`config.mk`:
```
export PLATFORM = sky130hd
export DESIGN_NAME = sysmm_sched
export DESIGN_NICKNAME = d
export VERILOG_FILES = /design/src/rtl/sysmm_sched.sv
export SDC_FILE = /design/constraint.sdc
export NUM_CORES = 1
export LEC_CHECK = 0
export ABC_AREA = 1
export CAP_MARGIN = 15
export CORE_MARGIN = 3
export CORE_UTILIZATION = 50
export DETAILED_ROUTE_END_ITERATION = 6
export GPL_TIMING_DRIVEN = 0
export PLACE_DENSITY = 0.82
export RECOVER_POWER = 25
export SLEW_MARGIN = 15
export SYNTH_ARGS = -nofsm -noshare
export SYNTH_HDL_FRONTEND = slang
export SYNTH_SLANG_ARGS = --single-unit
```
`constraint.sdc`:
```
create_clock -name clk -period 5.55 [get_ports clk]
set_input_delay 0.8325 -clock clk [delete_from_list [all_inputs] [get_ports clk]]
set_output_delay 0.8325 -clock clk [all_outputs]
set_load 0.02 [all_outputs]
```
`src/rtl/sysmm_sched.sv`:
```
// Job sequencer for the 3x3 output-stationary systolic MAC array: clear, skewed feed, drain, capture.
// Latency: handshake at edge T -> pe_clr in T+1 -> feed steps T+2..T+6 -> out_valid from T+7+DRAIN_CYC.
// Backpressure: in_ready only in IDLE; result held in HOLD until out_valid & out_ready, then back to IDLE.
//
// Ports:
//   clk, rst              clock; synchronous active-high reset
//   in_valid/in_ready     job handshake; in1 = A (A[r][k] at (3r+k)*DW), in2 = B (B[k][c] at (3k+c)*DW)
//   pe_clr                one-cycle clear of PE accumulators and pass-through registers
//   row_feed/col_feed     left-edge (row r at r*DW) and top-edge (column c at c*DW) operand wavefronts
//   sum_in                live array sums, PE(r,c) at (3r+c)*AW
//   out_valid/out_ready   result handshake; out_data holds the captured sums (same layout as sum_in)
//   busy                  high in every state other than IDLE
//   acc_mode              (only with SYSMM_ACCUM_EN) skip the clear so products accumulate onto the
//                         previous job's sums; the first job after reset always clears
//
// Optional feature macro: SYSMM_ACCUM_EN (undefined: no acc_mode port, every job clears).

module sysmm_sched #(
    parameter int DW        = 4,
    parameter int AW        = 8,
    parameter int DRAIN_CYC = 3
) (
    input  logic              clk,
    input  logic              rst,
    input  logic              in_valid,
    output logic              in_ready,
    input  logic [9*DW-1:0]   in1,
    input  logic [9*DW-1:0]   in2,
`ifdef SYSMM_ACCUM_EN
    input  logic              acc_mode,
`endif
    output logic              pe_clr,
    output logic [3*DW-1:0]   row_feed,
    output logic [3*DW-1:0]   col_feed,
    input  logic [9*AW-1:0]   sum_in,
    output logic              out_valid,
    input  logic              out_ready,
    output logic [9*AW-1:0]   out_data,
    output logic              busy
);

    localparam logic [2:0] S_IDLE  = 3'd0;
    localparam logic [2:0] S_CLEAR = 3'd1;
    localparam logic [2:0] S_FEED  = 3'd2;
    localparam logic [2:0] S_DRAIN = 3'd3;
    localparam logic [2:0] S_HOLD  = 3'd4;

    localparam int         DCW      = (DRAIN_CYC > 1) ? $clog2(DRAIN_CYC) : 1;
    localparam logic [DCW-1:0] DRAIN_LAST = DCW'(DRAIN_CYC - 1);
    localparam logic [2:0] LAST_STEP = 3'd4;

    logic [2:0]        state;
    logic [2:0]        step;
    logic [DCW-1:0]    dcnt;
    logic [9*DW-1:0]   a_q;
    logic [9*DW-1:0]   b_q;

`ifdef SYSMM_ACCUM_EN
    // Set once the array has been cleared since reset; until then the PE
    // contents are unknown, so accumulate requests are forced to clear.
    logic primed;
`endif

    // Left-edge wavefront for step k: row r carries A[r][k-r] while that index is in range.
    function automatic logic [3*DW-1:0] feed_row(input logic [9*DW-1:0] m, input logic [2:0] k);
        logic [3*DW-1:0] v;
        int j;
        v = '0;
        for (int r = 0; r < 3; r++) begin
            j = int'(k) - r;
            if (j >= 0 && j <= 2)
                v[r*DW +: DW] = m[(3*r + j)*DW +: DW];
        end
        return v;
    endfunction

    // Top-edge wavefront for step k: column c carries B[k-c][c] while that index is in range.
    function automatic logic [3*DW-1:0] feed_col(input logic [9*DW-1:0] m, input logic [2:0] k);
        logic [3*DW-1:0] v;
        int j;
        v = '0;
        for (int c = 0; c < 3; c++) begin
            j = int'(k) - c;
            if (j >= 0 && j <= 2)
                v[c*DW +: DW] = m[(3*j + c)*DW +: DW];
        end
        return v;
    endfunction

    // Every output is a register loaded with the value for the state being
    // entered, so the outputs line up cycle-for-cycle with the state register.
    always_ff @(posedge clk) begin
        if (rst) begin
            state     <= S_IDLE;
            step      <= '0;
            dcnt      <= '0;
            a_q       <= '0;
            b_q       <= '0;
            in_ready  <= 1'b0;
            pe_clr    <= 1'b0;
            row_feed  <= '0;
            col_feed  <= '0;
            out_valid <= 1'b0;
            out_data  <= '0;
            busy      <= 1'b0;
`ifdef SYSMM_ACCUM_EN
            primed    <= 1'b0;
`endif
        end else begin
            case (state)
                S_IDLE: begin
                    if (in_valid && in_ready) begin
                        a_q      <= in1;
                        b_q      <= in2;
                        in_ready <= 1'b0;
                        busy     <= 1'b1;
                        step     <= '0;
`ifdef SYSMM_ACCUM_EN
                        if (acc_mode && primed) begin
                            // Operands are not in a_q/b_q yet; take step 0 straight from the inputs.
                            state    <= S_FEED;
                            row_feed <= feed_row(in1, 3'd0);
                            col_feed <= feed_col(in2, 3'd0);
                        end else begin
                            state  <= S_CLEAR;
                            pe_clr <= 1'b1;
                        end
`else
                        state  <= S_CLEAR;
                        pe_clr <= 1'b1;
`endif
                    end else begin
                        in_ready <= 1'b1;
                    end
                end

                S_CLEAR: begin
                    pe_clr   <= 1'b0;
                    state    <= S_FEED;
                    step     <= '0;
                    row_feed <= feed_row(a_q, 3'd0);
                    col_feed <= feed_col(b_q, 3'd0);
`ifdef SYSMM_ACCUM_EN
                    primed   <= 1'b1;
`endif
                end

                S_FEED: begin
                    // step holds the step currently on the feeds.
                    if (step == LAST_STEP) begin
                        state    <= S_DRAIN;
                        dcnt     <= '0;
                        row_feed <= '0;
                        col_feed <= '0;
                    end else begin
                        step     <= step + 3'd1;
                        row_feed <= feed_row(a_q, step + 3'd1);
                        col_feed <= feed_col(b_q, step + 3'd1);
                    end
                end

                S_DRAIN: begin
                    // Last product reaches PE(2,2) after two hops plus its MAC register.
                    if (dcnt == DRAIN_LAST) begin
                        out_data  <= sum_in;
                        out_valid <= 1'b1;
                        state     <= S_HOLD;
                    end else begin
                        dcnt <= dcnt + 1'b1;
                    end
                end

                S_HOLD: begin
                    if (out_ready) begin
                        out_valid <= 1'b0;
                        in_ready  <= 1'b1;
                        busy      <= 1'b0;
                        state     <= S_IDLE;
                    end
                end

                default: begin
                    state     <= S_IDLE;
                    in_ready  <= 1'b0;
                    pe_clr    <= 1'b0;
                    row_feed  <= '0;
                    col_feed  <= '0;
                    out_valid <= 1'b0;
                    busy      <= 1'b0;
                end
            endcase
        end
    end

endmodule
```
==> flow_summary.json, run 1 <==
{
  "drc_errors": 0,
  "fill_cells": 1384,
  "cp_data_required_time_ns": 5.84,
  "hold_slack_ns": 0.451,
  "ios": 248,
  "cts_setup_buffers": 0,
  "drt_first_iter_violations": 760,
  "ant_nets": 0,
  "fmax_ghz": 0.203,
  "syn_nets": 1387,
  "rows": 46,
  "syn_inst": 1219,
  "synth_top_area_share_pct": 43.3,
  "drv_slew": 0,
  "wl_per_cell_um": 15.9,
  "wl_um": 27300,
  "fp.dieW_um": 135,
  "arrival_ns": 5.22,
  "setup_tns_ns": 0,
  "grt.total_usage_pct": 28.8,
  "root_buffer": "clkbuf_16",
  "cts_resized": 0,
  "worst_pin_slew_ns": 0.737,
  "design_area_um2": 11700,
  "fin_crit_sh_pct": 88.9,
  "path_clk_slew_ns": 0.07,
  "grt_pass1_vias": 8331,
  "synth_cell_types": 28,
  "cts_made_buffers": 17,
  "avgSynthCellArea_um2": 6.83,
  "leakage_nw": 4.50,
  "cts_sinks": 180,
  "cts_buffer_depth": 2,
  "ys_seq_elements": 180,
  "irDropWorstVdd_v": 0.000278,
  "yosysSeqAreaShare_pct": 43.3,
  "cap_violations": 0,
  "io_buffers": 246,
  "start_kind": "flip-flop",
  "synth.area.top_cells": "dfxtp_1 (43%), nand2_1 (19%), a21oi_1 (11%)",
  "period_needed_ns": 4.93,
  "setup-violations-final": 0,
  "yosys.area.top_type": "dfxtp_1",
  "placed_area_um2": 11100,
  "rsz0062_at_grt": "false",
  "power_mw": 4.67,
  "die_y_um": 135,
  "cts-htree-levels": 4,
  "area_growth_pct": 40.2,
  "antenna_found_initial": 1,
  "dr_total_vias": 9159,
  "hold_violations": 0,
  "dr.pass1.iters": 6,
  "grt-ovfl-total": 0,
  "grt_max_degree": 17,
  "synth_warnings": 0,
  "seq_area_um2": 3600,
  "nNetsFinal": 1652,
  "multiInputGateArea_um2": 4090,
  "cp-end-kind": "flip-flop",
  "cp_max_fo": 13,
  "cts_hold_buf": 0,
  "hold_class": "flip-flop to flip-flop",
  "synthesis.area_um2": 8320,
  "core_area_um2": 16100,
  "clock_latency_ns": 0.44,
  "status": "finished clean",
  "avgViaCountPerCell": 5.34,
  "fin_worst_skew_ns": 0.0130,
  "drive_above_1_share_pct": 5.48,
  "gp_congestion": 0.966,
  "die_area_um2": 18200,
  "start_util_pct": 51.6,
  "slew_headroom_pct": 50.8,
  "p_per_area_nw_per_um2": 400,
  "timing_worst_setup_path_type": "flip-flop to flip-flop",
  "grt_pass1_wl_um": 41900,
  "dp_hpwl_um": 20600,
  "cts_tree": "built"
}
## cell families after synthesis
logic type	after synthesis	synth area share [%]
buf+inv	154	7.61
xor+xnor	5	0.526
fa+ha+maj	20	3.01
simple gates	594	29.1
mux	2	0.241
flops	180	43.3
compound gates	264	16.2
## placed cells by master, fill, tap and decap left out, types with 4 or more instances in the layout
cell / netlist / final
o21ai_0: 72 / 72
clkdlybuf4s50_1: 0 / 244
nor2_1: 51 / 51
nand2_1: 420 / 420
inv_1: 74 / 74
inv_6: 0 / 4
dfxtp_1: 180 / 180
nand3_1: 108 / 108
ha_1: 20 / 20
clkbuf_1: 36 / 38
clkbuf_16: 0 / 17
buf_2: 37 / 36
a21oi_1: 179 / 179
clkinv_4: 0 / 4
xnor2_1: 4 / 4
a211oi_1: 4 / 4
o211ai_1: 7 / 7
## flip-flops by register name (all words and copies together), names as in the netlist, 2 cells and up
| signal | count |
|---|---|
| a_q | 36 |
| state | 3 |
| out_data | 72 |
| dcnt | 2 |
| row_feed | 12 |
| col_feed | 12 |
| b_q | 36 |
| step | 3 |
## routing by layer
metal	routed length [um]	track usage [%]	vias to the layer above
met2	12900	46.8	433
li1	-	-	4501
met1	11100	37.9	4147
met5	0	0.278	-
met3	2270	5.44	78
met4	947	11.5	0
## cell type report
type	instances	share of cell area, %
Multi-Input combinational cell	885	35.0
Buffer	76	2.91
Tap cell	216	2.32
Timing Repair Buffer	246	21.1
Sequential cell	180	30.9
Clock inverter	13	1.46
Clock buffer	19	3.80
Inverter	78	2.51
Antenna cell	1	0.0214
## path summary, 6_finish.rpt
kind / from / endpoint / slack, ns / depth (start not counted)
setup / recovery: step[0] / col_feed[6] / 0.62 / 20
hold / removal: a_q[4] / a_q[4] / 0.45 / 2
setup reg to reg: step[0] / col_feed[6] / 0.62 / 20
hold reg to reg: a_q[4] / a_q[4] / 0.45 / 2
## worst max-delay path, cell delays in order, from the launching register on
cell and delay [ns]:
dfxtp_1 0.38, inv_1 0.13, buf_2 0.28, clkbuf_1 0.60, ha_1 0.38, clkbuf_2 0.18
inv_2 0.17, clkbuf_1 0.49, ha_1 0.40, nand2_1 0.09, nand2_1 0.22, ha_1 0.28
ha_1 0.35, xnor2_1 0.31, nand2_1 0.09, inv_1 0.15, nand2_1 0.07, nand2_1 0.05
nor2_1 0.04, nand2_1 0.07, a21oi_1 0.05
## synthesized netlist by cell type, drive strengths merged
library cell / number
nand2: 423
dfxtp: 180
a21oi: 179
nand3: 108
inv: 77
o21ai: 72
nor2: 53
buf: 39
clkbuf: 37
ha: 20
o211ai: 7
a211oi: 4
xnor2: 4
nand4: 3
nor3: 3
a31oi: 2
mux2i: 2
or2: 2
clkinv: 1
nand3b: 1
or4: 1
xor2: 1
## metrics by stage
stage / util (%) / setup slack [ns] / instances
2_1_floorplan: - / 1.97 / 1219
3_3_place_gp: 68.6 / 1.16 / 1681
3_5_place_dp: 68.6 / 1.08 / 1681
4_1_cts: 72.4 / 1.05 / 1713
5_1_grt: 72.4 / 0.335 / 1714
6_report: 72.4 / 0.618 / 1714
## report_power, final
group | switching, mW | internal [mW] | leakage, nW | total [mW]
Combinational | 1.26 | 0.636 | 2.74 | 1.90
Sequential | 0.0844 | 1.43 | 1.46 | 1.51
Clock | 0.531 | 0.728 | 0.303 | 1.26
Note: power is estimated with default switching activity, not from simulation.
==> run 2, diff against run 1 <==
- CORE_UTILIZATION: 50 -> 51
- PLACE_DENSITY: 0.82 -> 0.84
- SLEW_MARGIN: 15 -> default
==> flow_summary.json, run 2 (synthesis results as in run 1) <==
{
  "start_kind": "flip-flop",
  "setup-violations-final": 0,
  "gp_congestion": 0.947,
  "fmax_ghz": 0.216,
  "hold_class": "flip-flop to flip-flop",
  "hold_violations": 0,
  "area_growth_pct": 40.4,
  "layout_commonest_cell": "nand2_1",
  "path_clk_slew_ns": 0.07,
  "p_int_mw": 2.80,
  "path_delay_family": "buffers and inverters",
  "rows": 46,
  "fp.dieW_um": 134,
  "cts_buffer_depth": 2,
  "placed_area_um2": 11100,
  "root_buffer": "clkbuf_16",
  "cpPeakStageDelay_ns": 0.45,
  "met2_length_um": 13100,
  "irDropWorstVdd_v": 0.000284,
  "power_frac_clock_pct": 27.5,
  "hold_depth": 2,
  "ios": 248,
  "p_switching_mw": 1.91,
  "grt_pass1_wl_um": 43100,
  "worst_pin_slew_ns": 0.714,
  "grt_pass1_vias": 8756,
  "nNetsFinal": 1652,
  "final_cell_mix": "nand2_1 (421), clkdlybuf4s50_1 (245), dfxtp_1 (180)",
  "io_buffers": 246,
  "grt-ovfl-total": 0,
  "cts_resized": 0,
  "cap_violations": 0,
  "cts_sinks": 180,
  "start_util_pct": 52.2,
  "rsz0062_at_grt": "false",
  "wl_um": 27400,
  "fin_crit_sh_pct": 83.5,
  "wl_met3_um": 2180,
  "slew_headroom_pct": 52.2,
  "fill_cells": 1301,
  "drive_above_1_share_pct": 5.54,
  "top_register": "out_data",
  "die_y_um": 134,
  "fin_worst_skew_ns": 0.00982,
  "drc_errors": 0,
  "dr.pass1.iters": 6,
  "routed.top_layer": "met4",
  "period_needed_ns": 4.64,
  "avgViaCountPerCell": 5.34,
  "drt_first_iter_violations": 770,
  "wl_per_cell_um": 16.0,
  "dp_hpwl_um": 20700,
  "cts_hold_buf": 0,
  "ant_nets": 0,
  "seq_power_share_pct": 32.2,
  "largest_register_ffs": 72,
  "drv_slew": 0,
  "reg2reg_depth": 19,
  "cts_tree": "built",
  "core_area_um2": 15900,
  "reg_top3": "out_data x72, a_q x36, b_q x36",
  "status": "finished clean",
  "cts_setup_buffers": 0,
  "cp.depth": 19,
  "p_per_area_nw_per_um2": 403,
  "antenna_found_initial": 1,
  "path_buf_inv": 6,
  "combinationalPowerShare_pct": 40.3,
  "cpMostUsedCell": "nand2_1",
  "cts_made_buffers": 17,
  "grt_max_degree": 18,
  "leakage_nw": 4.50,
  "m1WireLength_um": 11100,
  "cts-htree-levels": 4,
  "clock_latency_ns": 0.44,
  "dr_total_vias": 9156,
  "critical_path.cell_chain": "inv_1 > buf_2 > buf_2 > ha_1 > clkbuf_2 > inv_2 > clkbuf_1 > ha_1 > nand2_1 > nand2_1 > ha_1 > ha_1 > a21oi_1 > nand2_1 > nand2_1 > nand2_1 > nor3_2 > nand2_1 > a21oi_1",
  "design_area_um2": 11700,
  "switching_share_pct": 40.5,
  "cp-end-kind": "flip-flop",
  "setup_tns_ns": 0,
  "crit_path_top_delay_cell": "clkbuf_1",
  "cp_max_fo": 13,
  "timing_worst_setup_path_type": "flip-flop to flip-flop",
  "arrival_ns": 5.00,
  "die_area_um2": 17900,
  "grt.total_usage_pct": 30.1,
  "cp_data_required_time_ns": 5.91
}
run 2: layout make-up:
class,instances,area [um2],area share (%)
flip-flops and latches,180,3600,30.8
well taps,216,270,2.31
plain buffers,76,340,2.91
clock buffers,18,439,3.76
multi-input cells,885,4080,35.0
inverters,78,293,2.51
diodes,1,2.50,0.0214
repair buffers,246,2460,21.1
clock inverters,14,188,1.61
run 2: worst paths after layout:
check / slack, ns / start / end
worst min-delay path: 0.45 / a_q[6] / a_q[6]
worst max register to register: 0.91 / step[0] / col_feed[6]
worst max-delay path: 0.91 / step[0] / col_feed[6]
worst min register to register: 0.45 / a_q[6] / a_q[6]
run 2: worst min-delay path, stage by stage (launching register included):
cell	delay, ns
dfxtp_1	0.30
inv_1	0.05
a21oi_1	0.05
run 2: power by group through the flow:
stage          clock network, mW  logic [mW]  registers (mW)
2_1_floorplan                  0        1.27            1.53
3_3_place_gp                   0        1.80            1.54
3_5_place_dp                   0        1.83            1.54
4_1_cts                     1.30        1.85            1.51
5_1_grt                     1.35        2.10            1.53
6_report                    1.30        1.90            1.52
run 2: per-layer routing:
metal | GRT usage, % | vias to the layer above
li1 | - | 4493
met1 | 38.7 | 4156
met2 | 49.1 | 420
met3 | 5.66 | 87
met4 | 13.7 | 0
met5 | 0 | -
run 2: metrics by stage:
stage | power, mW | hold WS [ns] | utilization [%] | cells | worst slack (ns)
global route | 4.97 | 0.470 | 73.3 | 1714 | 0.616
global placement | 3.34 | 0.433 | 69.3 | 1681 | 1.18
detailed placement | 3.37 | 0.441 | 69.3 | 1681 | 1.09
finish | 4.71 | 0.454 | 73.3 | 1714 | 0.914
CTS | 4.66 | 0.453 | 73.3 | 1713 | 1.04
floorplan | 2.80 | 0.424 | - | 1219 | 1.97
==> run 3, diff against run 2 <==
- CORE_UTILIZATION: 51 -> 48
- PLACE_DENSITY: 0.84 -> 0.79
- clock period: 5.55 -> 4.45 ns (I/O delays scaled with it)
==> flow_summary.json, run 3 (synthesis results as in run 1) <==
{
  "dr_total_vias": 8971,
  "cp.depth": 18,
  "core_area_um2": 16800,
  "irDropWorstVdd_v": 0.000348,
  "rsz0062_at_grt": "false",
  "ios": 248,
  "wl_um": 27200,
  "worst_pin_slew_ns": 0.649,
  "drive_above_1_share_pct": 5.08,
  "rrSetupSlack_ns": 0.30,
  "reg2reg_depth": 18,
  "path_buf_inv": 5,
  "cpMostUsedCell": "nand2_1",
  "io_buffers": 246,
  "cpPeakStageDelay_ns": 0.46,
  "dp_slack_ns": -0.0201,
  "grt_pass1_vias": 8439,
  "status": "finished clean",
  "cp_max_fo": 18,
  "cts_made_buffers": 17,
  "dp_hpwl_um": 20800,
  "crit_path_end": "col_feed[5]",
  "r2r-start": "step[0]",
  "cts_sinks": 180,
  "power_mw": 5.89,
  "hold_slack_ns": 0.452,
  "start_kind": "flip-flop",
  "cts-htree-levels": 4,
  "crit_path_top_delay_cell": "dfxtp_1",
  "placed_area_um2": 11100,
  "period_needed_ns": 4.15,
  "antenna_found_initial": 0,
  "ant_nets": 0,
  "cp-end-kind": "flip-flop",
  "drc_errors": 0,
  "layout_commonest_cell": "nand2_1",
  "timing_worst_setup_path_type": "flip-flop to flip-flop",
  "final_cell_mix": "nand2_1 (421), clkdlybuf4s50_1 (245), dfxtp_1 (180)",
  "fmax_ghz": 0.241,
  "largest_register_ffs": 72,
  "avgViaCountPerCell": 5.22,
  "dr.pass1.iters": 5,
  "reg_top3": "out_data x72, a_q x36, b_q x36",
  "fp.dieW_um": 138,
  "cts_tree": "built",
  "arrival_ns": 4.51,
  "clock_latency_ns": 0.43,
  "cts_setup_buffers": 0,
  "r2r-end": "col_feed[5]",
  "drt_first_iter_violations": 674,
  "area_growth_pct": 40.7,
  "fin_crit_sh_pct": 93.4,
  "path_delay_family": "adder cells",
  "nNetsFinal": 1651,
  "start_util_pct": 49.7,
  "worstSetupStartpoint": "step[0]",
  "cp_data_required_time_ns": 4.80,
  "cts_buffer_depth": 2,
  "gp_congestion": 0.952,
  "critical_path.cell_chain": "inv_1 > buf_2 > clkbuf_4 > ha_1 > clkbuf_2 > inv_2 > ha_2 > nand2_1 > nand2_1 > ha_1 > ha_1 > a21oi_1 > nand2_1 > nand2_1 > nand2_1 > nor3_2 > nand2_1 > a21oi_1",
  "setup-violations-final": 0,
  "p_per_area_nw_per_um2": 503,
  "design_area_um2": 11700,
  "cap_violations": 0,
  "grt_pass1_wl_um": 41400,
  "drv_slew": 0,
  "fill_cells": 1444,
  "leakage_nw": 4.48,
  "slew_headroom_pct": 56.7,
  "grt_max_degree": 19,
  "hold_violations": 0,
  "rows": 47,
  "grt.total_usage_pct": 27.9,
  "fin_ws_ns": 0.295,
  "wl_per_cell_um": 15.8,
  "fin_worst_skew_ns": 0.00913,
  "root_buffer": "clkbuf_16",
  "top_register": "out_data",
  "grt-ovfl-total": 0,
  "die_area_um2": 19000,
  "die_y_um": 138,
  "path_clk_slew_ns": 0.07,
  "hold_class": "flip-flop to flip-flop"
}
==> run 3: changes by cell type in the layout (fill, tap and decap cells not counted), moves of 2 or more <==
| cell | delta |
|---|---|
| clkbuf_1 | +6 |
| inv_6 | -2 |
| buf_2 | -8 |
| clkbuf_8 | +4 |
| inv_8 | -3 |
| inv_1 | +2 |
| inv_2 | -2 |
==> run 3: metal layers <==
metal	part of all wire [%]	track usage, %	vias up
li1	-	-	4490
met1	42	35.5	4051
met2	47	44.5	347
met3	7.6	7.05	83
met4	3.7	12.4	0
met5	0	0	-
==> run 3: worst min path at each step <==
stage | startpoint | to | cells after the start
CTS | a_q[20] | a_q[20] | 2
global placement | a_q[30] | a_q[30] | 2
floorplan | a_q[12] | a_q[12] | 2
global route | out_data[19] | out_data[19] | 2
detailed placement | a_q[20] | a_q[20] | 2
finish | a_q[20] | a_q[20] | 2
==> run 3: repair_timing <==
item	in CTS	in global routing
resized for setup	0	4
setup endpoints to repair	4	5
hold buffers	0	0
pin swaps	0	0
==> run 3: where the power goes <==
group,switching (mW),total [mW],internal (mW)
registers,0.102,1.89,1.78
clock network,0.638,1.60,0.963
logic,1.59,2.40,0.812
total,2.33,5.89,3.56
==> run 3: layout make-up <==
class,count,area (um2),area share [%]
clock inverters,10,143,1.22
diodes,1,2.50,0.0214
well taps,220,275,2.35
repair buffers,246,2460,21.0
clock buffers,22,494,4.22
multi-input cells,885,4110,35.1
plain buffers,75,330,2.82
flip-flops and latches,180,3600,30.8
inverters,78,293,2.50
==> run 3: tightest hold or removal path, stage by stage (launching register included) <==
cell	delay (ns)
dfxtp_1	0.30
inv_1	0.05
a21oi_1	0.05
==> run 3: stage by stage <==
step,setup TNS [ns],cells,util [%]
global route,0,1716,69.8
floorplan,0,1219,-
CTS,0,1716,69.8
detailed placement,-0.0201,1685,66.0
finish,0,1717,69.9
global placement,0,1685,66.0
